--- config.mk ---
export PLATFORM = sky130hd
export DESIGN_NAME = demux_lanes_flat
export DESIGN_NICKNAME = d
export VERILOG_FILES = /design/src/rtl/demux_pkg.sv /design/src/rtl/demux_lanes_if.sv /design/src/rtl/demux_gather.sv /design/src/rtl/demux_lanes.sv /design/src/flat_wrapper.sv
export SDC_FILE = /design/constraint.sdc
export NUM_CORES = 1
export LEC_CHECK = 0
export ABC_AREA = 1
export BUFFER_PORTS_ARGS = -buffer_cell sky130_fd_sc_hd__buf_2
export CAP_MARGIN = 10
export CORE_MARGIN = 2
export CORE_UTILIZATION = 25
export CTS_CLUSTER_DIAMETER = 30
export DETAILED_ROUTE_END_ITERATION = 7
export PLACE_DENSITY = 0.45
export SYNTH_ARGS = -nofsm -noshare
export SYNTH_HDL_FRONTEND = slang
export SYNTH_SLANG_ARGS = --single-unit
--- constraint.sdc ---
create_clock -name clk_4f -period 1.2 [get_ports clk_4f]
set_input_delay 0.18 -clock clk_4f [delete_from_list [all_inputs] [get_ports clk_4f]]
set_output_delay 0.18 -clock clk_4f [all_outputs]
set_load 0.005 [all_outputs]
--- src/rtl/demux_pkg.sv ---
// demux_pkg: shared constants and helpers for the demux_lanes lane demultiplexer.
// Holds the default word/lane sizing, the slot-index width function and the
// lane-slice macro used to pack/unpack lane k of a LANES*DATA_W bus.
// Optional feature macro used by this block: DEMUX_ALIGN_EN.

`ifndef DEMUX_LANE_SLICE
`define DEMUX_LANE_SLICE(k, w) ((k)*(w)) +: (w)
`endif

package demux_pkg;

  localparam int DEF_DATA_W = 8;
  localparam int DEF_LANES  = 4;

  // Width of a slot/lane index; never narrower than one bit.
  function automatic int lane_w(input int n);
    return (n > 1) ? $clog2(n) : 1;
  endfunction

endpackage

--- src/rtl/demux_lanes_if.sv ---
// demux_lanes_if: serial input side and parallel frame output side of demux_lanes.
// The align input only exists when DEMUX_ALIGN_EN is defined.
// master = the PHY source / frame consumer, slave = the demultiplexer.

interface demux_lanes_if #(
  parameter int DATA_W = demux_pkg::DEF_DATA_W,
  parameter int LANES  = demux_pkg::DEF_LANES
);
  import demux_pkg::*;

  localparam int SW = lane_w(LANES);

  logic [DATA_W-1:0]       data_in;
  logic                    valid_in;
`ifdef DEMUX_ALIGN_EN
  logic                    align;
`endif
  logic [LANES*DATA_W-1:0] data_out;
  logic [LANES-1:0]        valid_out;
  logic                    frame_valid;
  logic                    frame_ready;
  logic                    ovf;
  logic [SW-1:0]           slot;

`ifdef DEMUX_ALIGN_EN
  modport master (output data_in, valid_in, align, frame_ready,
                  input  data_out, valid_out, frame_valid, ovf, slot);
  modport slave  (input  data_in, valid_in, align, frame_ready,
                  output data_out, valid_out, frame_valid, ovf, slot);
`else
  modport master (output data_in, valid_in, frame_ready,
                  input  data_out, valid_out, frame_valid, ovf, slot);
  modport slave  (input  data_in, valid_in, frame_ready,
                  output data_out, valid_out, frame_valid, ovf, slot);
`endif

endinterface

--- src/rtl/demux_gather.sv ---
// demux_gather: slot counter, gather register and per-slot valids.
// Raises done on the advance that fills the last slot and presents the completed
// frame (stored words plus the current word) on frame_data/frame_vld.
// With DEMUX_ALIGN_EN, align restarts the gather with the current word in slot 0.

module demux_gather
  import demux_pkg::*;
#(
  parameter int DATA_W  = DEF_DATA_W,
  parameter int LANES   = DEF_LANES,
  parameter int SLOTTED = 1
) (
  input  logic                      clk_4f,
  input  logic                      reset,
  input  logic [DATA_W-1:0]         data_in,
  input  logic                      valid_in,
`ifdef DEMUX_ALIGN_EN
  input  logic                      align,
`endif
  output logic [lane_w(LANES)-1:0]  slot,
  output logic                      done,
  output logic [LANES*DATA_W-1:0]   frame_data,
  output logic [LANES-1:0]          frame_vld
);

  localparam int SW = lane_w(LANES);
  localparam logic [SW-1:0] LAST = SW'(LANES - 1);

  // Only the first LANES-1 words are stored; the last one is taken live from data_in.
  logic [DATA_W-1:0] gather [LANES-1];
  logic [LANES-2:0]  gvalid;
  logic              advance;
  logic              align_hit;

  assign advance = (SLOTTED != 0) ? 1'b1 : valid_in;

`ifdef DEMUX_ALIGN_EN
  assign align_hit = align;
`else
  assign align_hit = 1'b0;
`endif

  // Alignment wins over completion, so an aligned last slot never completes.
  assign done = advance && (slot == LAST) && !align_hit;

  // Assemble the completed frame: stored slots plus the word arriving now.
  always_comb begin
    frame_data = '0;
    frame_vld  = '0;
    for (int k = 0; k < LANES - 1; k++) begin
      frame_data[`DEMUX_LANE_SLICE(k, DATA_W)] = gather[k];
      frame_vld[k]                             = gvalid[k];
    end
    frame_data[`DEMUX_LANE_SLICE(LANES - 1, DATA_W)] = data_in;
    frame_vld[LANES-1]                               = valid_in;
  end

  // Slot counter and per-slot valids; cleared after every completion or align.
  always_ff @(posedge clk_4f or posedge reset) begin
    if (reset) begin
      slot   <= '0;
      gvalid <= '0;
    end else if (align_hit) begin
      gvalid <= '0;
      if (advance) begin
        gvalid[0] <= valid_in;
        slot      <= SW'(1);
      end else begin
        slot <= '0;
      end
    end else if (advance) begin
      if (slot == LAST) begin
        gvalid <= '0;
        slot   <= '0;
      end else begin
        for (int k = 0; k < LANES - 1; k++) begin
          if (slot == SW'(k)) gvalid[k] <= valid_in;
        end
        slot <= slot + 1'b1;
      end
    end
  end

  // Word storage; contents behind a cleared valid are don't-care, so no reset.
  always_ff @(posedge clk_4f) begin
    if (align_hit) begin
      gather[0] <= data_in;
    end else if (advance) begin
      for (int k = 0; k < LANES - 1; k++) begin
        if (slot == SW'(k)) gather[k] <= data_in;
      end
    end
  end

endmodule

--- src/rtl/demux_lanes.sv ---
// demux_lanes: single-clock serial-to-parallel lane demultiplexer (clk_4f domain).
// Gathers LANES words into a frame, holds it on data_out/valid_out under a
// ready/valid handshake and pulses ovf when a completed frame finds the output busy.
// Optional lane-alignment input enabled by DEMUX_ALIGN_EN.

module demux_lanes
  import demux_pkg::*;
#(
  parameter int DATA_W  = DEF_DATA_W,
  parameter int LANES   = DEF_LANES,
  parameter int SLOTTED = 1
) (
  input  logic          clk_4f,
  input  logic          reset,
  demux_lanes_if.slave  bus
);

  logic                    done;
  logic [LANES*DATA_W-1:0] frame_data;
  logic [LANES-1:0]        frame_vld;
  logic                    present;
  logic                    out_free;

  demux_gather #(
    .DATA_W  (DATA_W),
    .LANES   (LANES),
    .SLOTTED (SLOTTED)
  ) u_gather (
    .clk_4f     (clk_4f),
    .reset      (reset),
    .data_in    (bus.data_in),
    .valid_in   (bus.valid_in),
`ifdef DEMUX_ALIGN_EN
    .align      (bus.align),
`endif
    .slot       (bus.slot),
    .done       (done),
    .frame_data (frame_data),
    .frame_vld  (frame_vld)
  );

  // Frames with no valid word are silently discarded.
  assign present  = done && (|frame_vld);
  // The held frame leaves this cycle if it is being accepted.
  assign out_free = !bus.frame_valid || bus.frame_ready;

  // Output register, handshake and overflow pulse.
  always_ff @(posedge clk_4f or posedge reset) begin
    if (reset) begin
      bus.data_out    <= '0;
      bus.valid_out   <= '0;
      bus.frame_valid <= 1'b0;
      bus.ovf         <= 1'b0;
    end else begin
      bus.ovf <= present && !out_free;
      if (present && out_free) begin
        bus.data_out    <= frame_data;
        bus.valid_out   <= frame_vld;
        bus.frame_valid <= 1'b1;
      end else if (bus.frame_ready) begin
        bus.frame_valid <= 1'b0;
      end
    end
  end

endmodule

--- src/flat_wrapper.sv ---
// flat-port wrapper written by rule: the top's interface ports become plain ports
module demux_lanes_flat import demux_pkg::*;
#(
  parameter int DATA_W  = DEF_DATA_W,
  parameter int LANES   = DEF_LANES,
  parameter int SLOTTED = 1
)
  (clk_4f, reset, bus_data_in, bus_valid_in, bus_frame_ready, bus_data_out, bus_valid_out, bus_frame_valid, bus_ovf, bus_slot);
  demux_lanes_if #(.DATA_W(DATA_W), .LANES(LANES)) bus_i ();
  input  logic clk_4f;
  input  logic reset;
  input wire logic [$bits(bus_i.data_in)-1:0] bus_data_in;
  input wire logic [$bits(bus_i.valid_in)-1:0] bus_valid_in;
  input wire logic [$bits(bus_i.frame_ready)-1:0] bus_frame_ready;
  output wire logic [$bits(bus_i.data_out)-1:0] bus_data_out;
  output wire logic [$bits(bus_i.valid_out)-1:0] bus_valid_out;
  output wire logic [$bits(bus_i.frame_valid)-1:0] bus_frame_valid;
  output wire logic [$bits(bus_i.ovf)-1:0] bus_ovf;
  output wire logic [$bits(bus_i.slot)-1:0] bus_slot;
  assign bus_i.data_in = bus_data_in;
  assign bus_i.valid_in = bus_valid_in;
  assign bus_i.frame_ready = bus_frame_ready;
  assign bus_data_out = bus_i.data_out;
  assign bus_valid_out = bus_i.valid_out;
  assign bus_frame_valid = bus_i.frame_valid;
  assign bus_ovf = bus_i.ovf;
  assign bus_slot = bus_i.slot;
  demux_lanes #(.DATA_W(DATA_W), .LANES(LANES), .SLOTTED(SLOTTED)) u_core (.clk_4f(clk_4f), .reset(reset), .bus(bus_i));
endmodule
Word-level counts from Yosys, hierarchy flattened
Memory sizes are Yosys's and may differ from the RTL's. A register that Yosys moved wholly into a read port is not among the register bits.
Cells that the tools add are included.
- reductions and logical operators: 14
- equality and inequality tests: 3
- multiplexer cells: 19
- $add $sub $neg: 1
- operators by type and width (kind ; number):
    two-way mux 8 bit ; 2
    OR reduction 8 bit ; 2
    two-way mux 1 bit ; 13
    nonzero test 2 bit ; 4
    two-way mux 2 bit ; 3
    == test 2 bit (second input constant) ; 2
    OR reduction 4 bit ; 1
    logical AND 1 bit ; 3
    two-way mux 3 bit ; 1
    adder 2 x 1 -> 2 bit (second input constant) ; 1
    == test 2 x 1 -> 1 bit (second input constant) ; 1
    zero test 1 bit ; 2
    zero test 2 bit ; 1
    logical OR 1 bit ; 1
- register bits: 43
- input bits: 12
- word-level logic and storage cells: 46
- RAM bits: 24
- memories: 1
- memories (name ; words ; bits a word ; rd ports ; clocked after memory_dff ; wr ports ; RTL line ; text):
    u_core.u_gather.gather ; 3 ; 8 ; 3 ; 3 ; 1 ; demux_gather.sv:30 ; logic [DATA_W-1:0] gather [LANES-1];

Longest topological paths before layout
- word-level depth: 6
- gate-level depth with buffers: 6
- mapped depth without buffers: 5

Modules after synthesis
From an unflattened synthesis, not the netlist that was laid out.
- cells, all modules: 230
- area total of the unflattened synthesis: 2686.3 um^2
- modules (own cells, without submodules) (module ; cells each ; times used ; area each (um^2)):
    demux_lanes ; 171 ; 1 ; 1655.3
    demux_gather ; 59 ; 1 ; 1031.0

Least setup slack after synthesis
No wires, ideal clock.
- path type: flip-flop to flip-flop
- from: register u_core.u_gather.slot[0]
- to: register u_core.bus.data_out[24]
- data arrival time: 1.090 ns
- cell stages (with the launch flop): 7
- required time: 1.083 ns
- slack: -0.007 ns
- setup time: 0.117 ns
- period minus slack after synthesis: 1.207 ns
- path through: dfrtp_1 -> ha_1 -> buf_2 -> nand3_4 -> buf_4 -> nand2_1 -> nand2_1
- word-level cells in the longest chain between the ends: 3
- ends and longest elaborated chain (element ; RTL line ; text):
    start: declaration ; demux_gather.sv:20 ; output logic [lane_w(LANES)-1:0] slot,
    start signal: assignment ; demux_gather.sv:79 ; slot <= slot + 1'b1;
    == test 2 bit ; demux_gather.sv:44 ; assign done = advance && (slot == LAST) && !align_hit;
    logical AND 1 bit ; demux_lanes.sv:43 ; assign present = done && (|frame_vld);
    logical AND 1 bit ; demux_lanes.sv:56 ; if (present && out_free) begin
    end signal: assignment ; demux_lanes.sv:57 ; bus.data_out <= frame_data;
    end: declaration ; demux_lanes_if.sv:34 ; output data_out, valid_out, frame_valid, ovf, slot);
No other way between the ends.
A chain may end at the register's enable or synchronous reset.

Worst setup path in the final report
- from: register u_core.u_gather.slot[1]
- to: memory u_core.u_gather.gather[0][12] (netlist bit) (enable)
- word-level cells in the longest chain between the ends: 6
- elaborated cells on any way between the ends: 15
- classes of those cells: eq/ne: 2; mux: 10; reduce/logical: 3
- ends and longest elaborated chain (element ; RTL line ; text):
    == test 2 x 1 -> 1 bit ; demux_gather.sv:90 ; if (slot == SW'(k)) gather[k] <= data_in;
    two-way mux 1 bit ; demux_gather.sv:90 ;
    two-way mux 1 bit (implied by the code) ; demux_gather.sv:90 ;
    OR reduction 8 bit (no source line) ; n/a ;
    two-way mux 2 bit (no source line) / two-way mux 1 bit (equally long branches) (2 in series) ; n/a ;
    end: declaration ; demux_gather.sv:30 ;
Several ways; a longest one is shown, not always the timed one.

==> metrics.txt <==
status finished, final reports clean; peak fanout along the critical path 8; Initial Utilization between 20% and 30%; Register-to-Register Path Depth 3; number of nets in the layout between 200 and 300; hold crit path type input pin to flip-flop; M1 GR Usage ~15%; Longest Clk Path Bufs 2; largest net degree at the start of global routing between 40 and 50; Fin Clk Skew between 10 and 15 ps; PwrDens approximately 1400 nW/um2; Max Clock Freq 850.4 MHz; vias in the first global route 1824; vias post-DR around 1800; number of non-filler instances in the completed layout around 420; GRT Max-Usage Layer met2; Buffers & Inverters on Critical Path 2; library cells used by synthesis 16; Max IR drop VDD 483.7 uV; sequential share of the synthesized area ~69%; CTS Sinks 67; H-tree depth 3; Final Hold Fails 0; M3 GR Usage 3.740%; Min-Delay Startpoint bus_data_in[6]; hold endpoint u_core.u_gather.gather[0][22]; Least-Margin Pin Slew 242.6 ps; CP Data Required Time 1260 ps; DRC 0; Avg Cell Area, Syn roughly 12 um2; Worst slew margin between 80% and 90%; worst reg2reg setup slack 20 ps; Crit Path Class flip-flop to flip-flop; fraction of layout cells with a size suffix above 1 between 30% and 40%; routed vias/inst between 4 and 5; CTS Root Cell clkbuf_8; Total GRT Usage between 10% and 20%; Syn Nets 232; P&R area growth vs syn 30.91%; Setup crit end kind flip-flop; Critical R2R Capture u_core.u_gather.gather[0][12]; RSZ-0062 raised after global routing yes; total congestion overflow 0; Fillers ~1100; Synth Area in XOR/XNOR 0%; WHS Path Cells 1; Placer Congestion 0.7501; Synth area leaders dfrtp_1 41%, edfxtp_1 28%, nand2_1 11%; # port buffers 51; Pleak around 1.6 nW; die area around 11000 um2; clock buffer count from CTS 9; placed insts roughly 400; Synth area leader dfrtp_1; first-pass GRT wire length around 9400 um; Worst-path clk slew 70 ps; drt pass-1 iters 4; Routed WL per cell 14.15 um; core area 10180 um2; # diodes 0; hpwl dp between 4000 and 5000 um; IO Count 52; register bit total from synthesis 67; CP max-delay cell dfrtp_1; RR Startpoint u_core.u_gather.slot[1]; Synth Area in Compound Gates 1.059%; Max Cap Viol 0; final WL ~5900 um; Ys Warns 0; Final Critical Period approximately 1200 ps; Pins Over Slew Limit 0; FP Rows 37; Iter 0 DRT Violations between 40 and 50; largest family of logic cells by synthesized area simple AND/OR/NAND/NOR gates; Synth top area share around 41%; Post-Syn Instances 216; die width 106.0 um; initial antenna violation count 0; CP Launch Type flip-flop; setup violators final 0; CTS tree done; Post-CTS Setup Bufs 0; post-synthesis mux area share 0%; post-synthesis adder-cell area fraction under 10%; Detail Route Antenna Nets 0; arrival time of the worst setup path about 1200 ps; Crit path max-delay family flip-flops; total power about 4.9 mW; synthesized area between 2000 and 3000 um2; grt met2 use 16.50%; Synth Area in Simple Gates between 20% and 30%; Clock Latency Late Sink approximately 340 ps; Die H approximately 110 um; delay of the slowest critical-path stage ~400 ps; period utilisation layout a little over nine tenths; ordered cell list for the critical path inv_1, ha_2, buf_12
## synth_stat cells, drive strengths merged
cell type	number
buf	16
o21ai	2
edfxtp	24
nand2	77
dfrtp	43
nand3	1
a21oi	2
nand4	36
inv	6
o31ai	1
nor2	4
ha	4
## cells by family after synthesis
group | after synthesis
and+or+nand+nor | 118
adders and majority gates | 4
buffers and inverters | 22
AOI/OAI and AO/OA | 5
DFF | 67
## power by group
group	total [mW]	leakage [nW]	switching (mW)	internal (mW)
Clock	2.05	0.105	0.825	1.22
Sequential	2.51	0.743	0.0463	2.46
Combinational	0.309	0.719	0.180	0.129
## cell type report
class,count,area [um2],share of cell area [%]
inverter,6,22.52,0.6620
clock inverter,3,63.81,1.876
timing repair buffer,67,520.5,15.30
clock buffer,13,148.9,4.377
sequential,67,1797,52.81
tap,136,170.2,5.002
multi-input combinational,127,679.4,19.97
## stage by stage
step	worst slack [ps]	instance area [um2]	setup TNS, ps	hold WS (ps)	util, %
2_1_floorplan	9.138	2601	0	278.9	-
3_3_place_gp	5.440	3112	0	236.6	30.55
3_5_place_dp	-37.46	3112	-102.7	239.1	30.55
4_1_cts	4.184	3354	0	80.86	32.94
5_1_grt	-21.05	3402	-174.8	82.59	33.40
6_report	24.12	3402	0	88.10	33.40
## layout by cell type (no fill, tap or decap), types with 2 or more instances in the layout
cell type and count:
nand2_1 75, buf_4 2, buf_6 4, inv_1 4, clkinv_1 2, dfrtp_1 43, clkbuf_1 3, clkbuf_8 10
ha_4 2, edfxtp_1 24, ha_2 2, buf_2 50, nor2_1 2, buf_12 10, a21oi_1 2, nand4_1 36
bufinv_16 2, o21ai_1 2
## flip-flops by register name, indices dropped and copies added (netlist names)
| register | cells |
|---|---|
| bus_data_out | 24 |
| u_core.bus.data_out | 8 |
| u_core.bus.frame_valid | 1 |
| u_core.bus.ovf | 1 |
| u_core.bus.valid_out | 4 |
| u_core.u_gather.gather | 24 |
| u_core.u_gather.gvalid | 3 |
| u_core.u_gather.slot | 2 |
## how the worst max path moves through the flow
stage	slack (ps)	startpoint	cells after the start	endpoint
6_report	20	u_core.u_gather.slot[1]	3	u_core.u_gather.gather[0][12]
5_1_grt	-20	u_core.u_gather.slot[1]	5	u_core.bus.data_out[26]
4_1_cts	4	u_core.u_gather.slot[0]	2	bus_slot[0]
3_5_place_dp	-40	u_core.u_gather.slot[0]	5	u_core.u_gather.gvalid[1]
3_3_place_gp	5	u_core.u_gather.slot[0]	4	u_core.u_gather.gather[0][22]
2_1_floorplan	9	u_core.u_gather.slot[0]	4	u_core.u_gather.gvalid[0]
## what timing repair did
item | in CTS | in global routing
pin swaps | 3 | 1
endpoints found under the setup margin | 16 | 51
hold endpoints to repair | 43 | 0
hold buffers | 1 | 0
gates resized for setup | 8 | 10
cloned | 0 | 0
## per-layer routing
metal  share of wire, %  wire [um]
met3                5.3        314
met4                1.9        110
met1                 48       2827
met2                 45       2675
met5                  0          0
Power figures use the tool's default switching activity.
